$ cat config.mk
export PLATFORM = sky130hd
export DESIGN_NAME = tsn_strict_priority_selector
export DESIGN_NICKNAME = d
export VERILOG_FILES = /design/src/rtl/tsn_strict_priority_selector.sv
export SDC_FILE = /design/constraint.sdc
export NUM_CORES = 1
export LEC_CHECK = 0
export ABC_AREA = 1
export CORE_ASPECT_RATIO = 1.1
export CORE_MARGIN = 4
export CORE_UTILIZATION = 58
export CTS_CLUSTER_DIAMETER = 80
export DETAILED_ROUTE_END_ITERATION = 16
export DONT_BUFFER_PORTS = 1
export PLACE_DENSITY = 0.76
export SYNTH_ARGS = -nofsm -noshare
export SYNTH_HDL_FRONTEND = slang
export SYNTH_SLANG_ARGS = --single-unit
$ cat constraint.sdc
create_clock -name clk -period 2.9 [get_ports clk]
set_clock_uncertainty 0.1 [all_clocks]
set_input_delay 0.29 -clock clk [delete_from_list [all_inputs] [get_ports clk]]
set_output_delay 0.29 -clock clk [all_outputs]
set_load 0.1 [all_outputs]
$ cat src/rtl/tsn_strict_priority_selector.sv
// Egress transmission selection: strict-priority merge of gate-qualified traffic-class
// queues onto one AXI4-Stream, arbitrating only on frame boundaries.
module tsn_strict_priority_selector #(
    parameter int unsigned NUM_QUEUES         = 4,
    parameter int unsigned C_AXIS_TDATA_WIDTH = 8,
    parameter int unsigned C_AXIS_TKEEP_WIDTH = C_AXIS_TDATA_WIDTH / 8,
    parameter int unsigned FRAME_COUNT_WIDTH  = 16,
    parameter int unsigned QSEL_WIDTH         = (NUM_QUEUES > 1) ? $clog2(NUM_QUEUES) : 1
) (
    input  logic                                            clk,
    input  logic                                            rst,
    input  logic [NUM_QUEUES-1:0]                           transmission_gate_is_open,
    input  logic [NUM_QUEUES*C_AXIS_TDATA_WIDTH-1:0]        s_axis_tdata,
    input  logic [NUM_QUEUES*C_AXIS_TKEEP_WIDTH-1:0]        s_axis_tkeep,
    input  logic [NUM_QUEUES-1:0]                           s_axis_tvalid,
    output logic [NUM_QUEUES-1:0]                           s_axis_tready,
    input  logic [NUM_QUEUES-1:0]                           s_axis_tlast,
    output logic [C_AXIS_TDATA_WIDTH-1:0]                   m_axis_tdata,
    output logic [C_AXIS_TKEEP_WIDTH-1:0]                   m_axis_tkeep,
    output logic                                            m_axis_tvalid,
    input  logic                                            m_axis_tready,
    output logic                                            m_axis_tlast,
    output logic                                            busy,
    output logic [QSEL_WIDTH-1:0]                           selected_queue,
    output logic [NUM_QUEUES*FRAME_COUNT_WIDTH-1:0]         frame_count
);

    localparam int unsigned DW = C_AXIS_TDATA_WIDTH;
    localparam int unsigned KW = C_AXIS_TKEEP_WIDTH;
    localparam int unsigned FW = FRAME_COUNT_WIDTH;

    typedef enum logic {
        IDLE = 1'b0,
        XFER = 1'b1
    } state_t;

    state_t                state, state_nxt;
    logic [QSEL_WIDTH-1:0] sel_q, sel_nxt;
    logic [FW-1:0]         cnt_q [NUM_QUEUES];
    logic [NUM_QUEUES-1:0] eligible;
    logic                  sel_valid;
    logic                  xfer_done;

    assign eligible  = s_axis_tvalid & transmission_gate_is_open;
    assign xfer_done = (state == XFER) && m_axis_tvalid && m_axis_tready && m_axis_tlast;

    // Pass-through mux of the granted queue; no register in the data path
    always_comb begin
        m_axis_tdata = '0;
        m_axis_tkeep = '0;
        m_axis_tlast = 1'b0;
        sel_valid    = 1'b0;
        for (int i = 0; i < NUM_QUEUES; i++) begin
            if (sel_q == QSEL_WIDTH'(i)) begin
                m_axis_tdata = s_axis_tdata[i*DW +: DW];
                m_axis_tkeep = s_axis_tkeep[i*KW +: KW];
                m_axis_tlast = s_axis_tlast[i];
                sel_valid    = s_axis_tvalid[i];
            end
        end
    end

    assign m_axis_tvalid = (state == XFER) && sel_valid;

    // Only the granted queue sees downstream ready
    always_comb begin
        s_axis_tready = '0;
        for (int i = 0; i < NUM_QUEUES; i++) begin
            s_axis_tready[i] = (state == XFER) && (sel_q == QSEL_WIDTH'(i)) && m_axis_tready;
        end
    end

    // Next state: grant the highest eligible index, hold until the granted frame's last beat
    always_comb begin
        state_nxt = state;
        sel_nxt   = sel_q;
        case (state)
            IDLE: begin
                if (|eligible) begin
                    state_nxt = XFER;
                    for (int i = 0; i < NUM_QUEUES; i++) begin
                        if (eligible[i]) sel_nxt = QSEL_WIDTH'(i);
                    end
                end
            end
            XFER: begin
                if (xfer_done) state_nxt = IDLE;
            end
            default: state_nxt = IDLE;
        endcase
    end

    always_ff @(posedge clk) begin
        if (rst) begin
            state <= IDLE;
            sel_q <= '0;
            for (int i = 0; i < NUM_QUEUES; i++) cnt_q[i] <= '0;
        end else begin
            state <= state_nxt;
            sel_q <= sel_nxt;
            for (int i = 0; i < NUM_QUEUES; i++) begin
                if (xfer_done && (sel_q == QSEL_WIDTH'(i))) cnt_q[i] <= cnt_q[i] + FW'(1);
            end
        end
    end

    assign busy           = (state == XFER);
    assign selected_queue = sel_q;

    for (genvar g = 0; g < NUM_QUEUES; g++) begin : g_cnt
        assign frame_count[g*FW +: FW] = cnt_q[g];
    end

endmodule

-- Word level (Yosys, flattened, before mapping)
Memory sizes are Yosys's and may differ from the RTL's.
Index checks and enable logic that the tools add are counted.
- $add $sub $neg: 4
- equal/unequal tests: 3
- multiplexer cells: 41
- bitwise operators: 6
- reduce and logical (&&, ||, !) cells: 20
- operators by type and width (kind ; number):
    $add 16x1->16 const B ; 4
    $mux 16 ; 4
    $mux 8 ; 4
    $mux 1 ; 28
    $logic_and 1x1->1 ; 16
    $mux 2 ; 4
    $and 4x4->4 ; 1
    $eq 2x2->1 const B ; 2
    $or 1x1->1 ; 4
    $reduce_bool 4->1 ; 1
    $reduce_or 4->1 ; 1
    $reduce_and 3->1 ; 1
    $eq 2x1->1 const B ; 1
    $logic_not 2->1 ; 1
    $pmux 1 s2 ; 1
    $not 1->1 ; 1
- register bits: 3
- bits in writable memories: 64
- bits of input ports: 51
- output and inout port bits: 82
- word-level logic and storage cells: 77
- memories kept: 1
- memory list (memory ; depth ; bits a word ; read ports ; clocked after Yosys merged registers in ; wr ports ; RTL line ; text):
    cnt_q ; 4 ; 16 ; 4 ; 0 ; 4 ; 39 ; logic [FW-1:0] cnt_q [NUM_QUEUES];

-- Longest topological paths before layout
- word-level depth: 14
- gate-level depth with buffers: 10
- gate-level depth less buffers: 10

-- Least setup slack after synthesis
Ideal clock, no wire load.
- path kind: register -> register
- start: register sel_q[1] (netlist: selected_queue[1])
- end: memory cnt_q[0][0] (netlist bit), enable pin
- setup time: 0.411 ns
- arrival time: 3.500 ns
- data required time: 2.389 ns
- slack: -1.111 ns
- stages on the path, launching flop included: 9
- path buffers: 0
- cell sequence: dfxtp_1 -> nor2_1 -> nand2_1 -> nand3b_1 -> nand2_2 -> nand2_2 -> nor2_8 -> inv_1 -> o21ai_0
- RTL lines (item ; RTL line ; text):
    start, declared ; 38 ; logic [QSEL_WIDTH-1:0] sel_q, sel_nxt;
    start signal, assigned ; 100 ; sel_q <= sel_nxt;
    end, declared ; 39 ;

-- Worst setup path in the final report
- start: register sel_q[0] (netlist: selected_queue[0])
- end: output port m_axis_tdata[2]
- word-level cells in the longest chain between the ends: 5
- elaborated cells on any way between the ends: 8
- those cells by class: eq/ne (3); mux (4); reduce/logical (1)
- RTL lines (item ; RTL line ; text):
    $logic_not 2->1 ; 54 ; if (sel_q == QSEL_WIDTH'(i)) begin
    $mux 8 (3 in series) ; 54 ;
    $mux 8 * ; 54 ;
    end, declared ; 18 ; output logic [C_AXIS_TDATA_WIDTH-1:0] m_axis_tdata,
Mark *: on every way between the ends. The rest lies on a longest branch, timed or not.

==> PnR_summary.wiki <==
{| class="wikitable"
! Metric !! Value
|-
| Post-route antenna net violation count || 0
|-
| # hold bufs at CTS || 1
|-
| Critical R2R Capture || cnt_q[3][1]$_SDFFCE_PN0P_
|-
| Clk Latency, worst-skew pair || 0.33 ns
|-
| Count of boundary I/O pins || 133
|-
| Post-synthesis sequential element count || 67
|-
| Number of synthesized flops with an enable pin || 64
|-
| Max-capacitance violation count || 0
|-
| Capturing element type of the critical path || primary output
|-
| Primary flip-flop cell chosen by synthesis mapping || edfxtp_1
|-
| Type of the most critical hold path || primary input to flip-flop
|-
| Clock buffer count from CTS || 9
|-
| Sum of net half-perimeters after detailed placement || 7870 um
|-
| Total wire length || 10300 um
|-
| Initial antenna violation count || 0
|-
| Clock edge transition at the registers on the reported setup and hold paths || 0.07 ns
|-
| Number of nets in the synthesized netlist || 540
|-
| Start point of the worst min-delay path || transmission_gate_is_open[3]
|-
| LEAKAGE || 2.06 nW
|-
| H-tree level count || 3
|-
| Number of violations reported at the end of detailed-routing iteration 0 || 234
|-
| Cell accounting for the most synthesized area || edfxtp_1
|-
| Antenna fix cells || 0
|-
| Die X-Extent || 87.1 um
|-
| Worst hold stages || 4
|-
| Post-route DRC || 0
|-
| Number of global-route vias before repair || 3535
|-
| Count of nets after finishing || 631
|-
| Via count || 3616
|-
| Port Buf Inserts || 0
|-
| Worst-Margin Slew || 0.472 ns
|-
| Sum of overflow across all layers after global routing || 0
|-
| Post-route non-filler standard cell count || 663
|-
| Worst path top cell family by delay || buffers and inverters
|-
| Total die area || 8270 sq um
|-
| Longest individual stage delay on the worst path || 0.36 ns
|-
| Number of resized instances in the post-cts repair step || 0
|-
| Number of iterations in the first detailed-routing pass || 5
|-
| CP required || 2.51 ns
|-
| Setup slack of the critical path after layout || 0.616 ns
|-
| First-pass GRT wire length || 16600 um
|-
| Worst IR drop on VDD || 0.000417 V
|-
| Sequential fraction of the synthesis area || 0.497
|-
| Buffers from clock root to sink, at most || 2
|-
| Portion of synthesized cell area occupied by the leading cell type || 0.482
|-
| Clock tree sinks || 67
|-
| FFs w/ async S/R, synth || 0
|-
| Average size of a mapped cell || 8.23 sq um
|-
| Startpoint types || flip-flop
|-
| Synth top area cells || edfxtp_1 (48%), nand2_1 (11%), nor2_1 (7.5%), inv_1 (5.5%), xor2_1 (4.4%)
|-
| Final period utilization || 0.787
|-
| Peak Freq || 438 MHz
|-
| Minimum setup slack among reg-to-reg paths || 0.63 ns
|-
| Logic depth of the worst register-to-register path || 10
|-
| Pre-CTS worst setup slack || 0.676 ns
|-
| Final min period || 2.28 ns
|-
| Setup repair after global routing missed its margin || no
|-
| Maximum net fanout on the critical path || 11
|-
| Global routing usage summed across all routing layers || 0.258
|-
| Leading cell type in the layout, fill and taps excluded || nand2_1
|-
| Global placement routability congestion || 0.872
|-
| Outcome || complete, no violations
|-
| Fraction of final layout cells with drive strength greater than 1 || 0.213
|-
| Effective utilization at floorplan || 0.602
|-
| Mean routed wirelength per cell || 15.5 um
|-
| Hold EP || selected_queue[1]$_SDFFE_PP0P_
|-
| Post-Synthesis Cell Area || 3990 sq um
|-
| Most frequent cells in the layout || nand2_1 (116), buf_4 (86), nor2_1 (76), edfxtp_1 (64), inv_1 (58)
|-
| Vias per std cell || 5.45
|-
| Count of mapped cells out of synthesis || 485
|-
| Die Y || 95.0 um
|-
| Final setup violating endpoints || 0
|-
| Row count || 31
|-
| Synthesis-to-layout area growth || 23.6%
|-
| Most common cell type on the critical path || buf_4
|-
| Launch point of the worst reg-to-reg path || selected_queue[0]$_SDFFE_PP0P_
|-
| Final Hold Fails || 0
|-
| Core Box Area || 6630 sq um
|-
| Slowest-stage cell, CP || dfxtp_2
|-
| Worst path cell trace || buf_4, inv_2, nor2_1, buf_4, nand2_1, nand4_1, buf_4
|-
| Worst Setup Path Type || flip-flop to primary output
|-
| Pwr Total || 2.66 mW
|-
| Count of yosys warnings during synthesis || 0
|-
| CTS tree || yes
|-
| Clock root buffer || clkbuf_8
|-
| Buffer and inverter count on the worst path || 4
|-
| Number of pins exceeding their max-slew limit in the final report || 0
|-
| Power Density || 539 nW/um^2
|-
| Worst endpoint data arrival time || 1.89 ns
|-
| Largest net degree at the start of global routing || 17
|-
| Synth unique cells || 27
|-
| Slew HR || 0.685
|-
| Total instance count after detailed placement || 646
|-
| Post-CTS setup buffers || 0
|}
[through the flow]
step	area (sq um)	TNS [ns]	util	hold WS (ns)
2_1_floorplan	4000	-19.01	-	0.252
3_3_place_gp	4770	0	0.719	0.263
3_5_place_dp	4770	0	0.719	0.266
4_1_cts	4930	0	0.744	0.214
5_1_grt	4930	0	0.744	0.266
6_report	4930	0	0.744	0.258
[worst max-delay path by stage]
stage                              startpoint                          to  slack [ns]  cells past startpoint
2_1_floorplan  selected_queue[1]$_SDFFE_PP0P_   cnt_q[2][0]$_SDFFCE_PN0P_       -0.30                      8
3_3_place_gp   selected_queue[0]$_SDFFE_PP0P_   cnt_q[3][7]$_SDFFCE_PN0P_        0.72                     10
3_5_place_dp   selected_queue[0]$_SDFFE_PP0P_   cnt_q[3][7]$_SDFFCE_PN0P_        0.68                     10
4_1_cts        selected_queue[0]$_SDFFE_PP0P_             m_axis_tdata[7]        0.59                      7
5_1_grt        selected_queue[0]$_SDFFE_PP0P_  cnt_q[3][13]$_SDFFCE_PN0P_        0.45                     10
6_report       selected_queue[0]$_SDFFE_PP0P_             m_axis_tdata[2]        0.62                      7
[cell type report]
cell class | instances | area [sq um]
flip-flops and latches | 67 | 1980
multi-input cells | 348 | 1750
fillers | 518 | 1700
repair buffers | 90 | 716
inverters | 60 | 225
clock buffers | 13 | 139
well taps | 82 | 103
clock inverters | 3 | 15.0
[worst register-to-register path: stages, from the launching register on]
cell,delay [ns]
dfxtp_2,0.36
buf_4,0.32
inv_2,0.09
nand3b_1,0.11
nand3_1,0.07
nand2_1,0.07
nand2_2,0.10
nor2_8,0.20
inv_1,0.14
o21ai_1,0.14
buf_4,0.26
[registers in the layout (all words and copies together) (netlist names)]
register and cells:
busy 1, cnt_q 64, selected_queue 2
[cells in the mapped netlist, types with 3 or more instances]
cell type / count
nand2_1: 116
a21oi_1: 21
inv_1: 58
clkbuf_1: 5
or2_2: 5
o21ai_0: 11
nand3_1: 26
nor2_1: 80
dfxtp_1: 3
nand2_2: 3
ha_1: 4
xor2_1: 20
nand4_1: 17
buf_2: 5
edfxtp_1: 64
xnor2_1: 9
nor3_1: 21
[layer usage]
metal	up-vias	GRT usage	share of wire
met5	-	0	0
met4	0	0.0537	0.0060
met3	6	0.0724	0.090
li1	1785	-	-
met1	1660	0.324	0.40
met2	165	0.446	0.50
[report_power, final]
part | switching [mW] | internal [mW] | leakage (nW) | total [mW]
combinational | 0.722 | 0.163 | 1.29 | 0.884
clock | 0.333 | 0.308 | 0.0812 | 0.641
sequential | 0.0318 | 1.10 | 0.687 | 1.13
[cell families after synthesis]
group                      synth area share
DFF                                   0.497
AOI/OAI and AO/OA                    0.0433
xor gates and xnor gates             0.0636
and+or+nand+nor                       0.317
adders and majority gates            0.0125
buffers and inverters                0.0674
(Power assumes the default switching activity.)
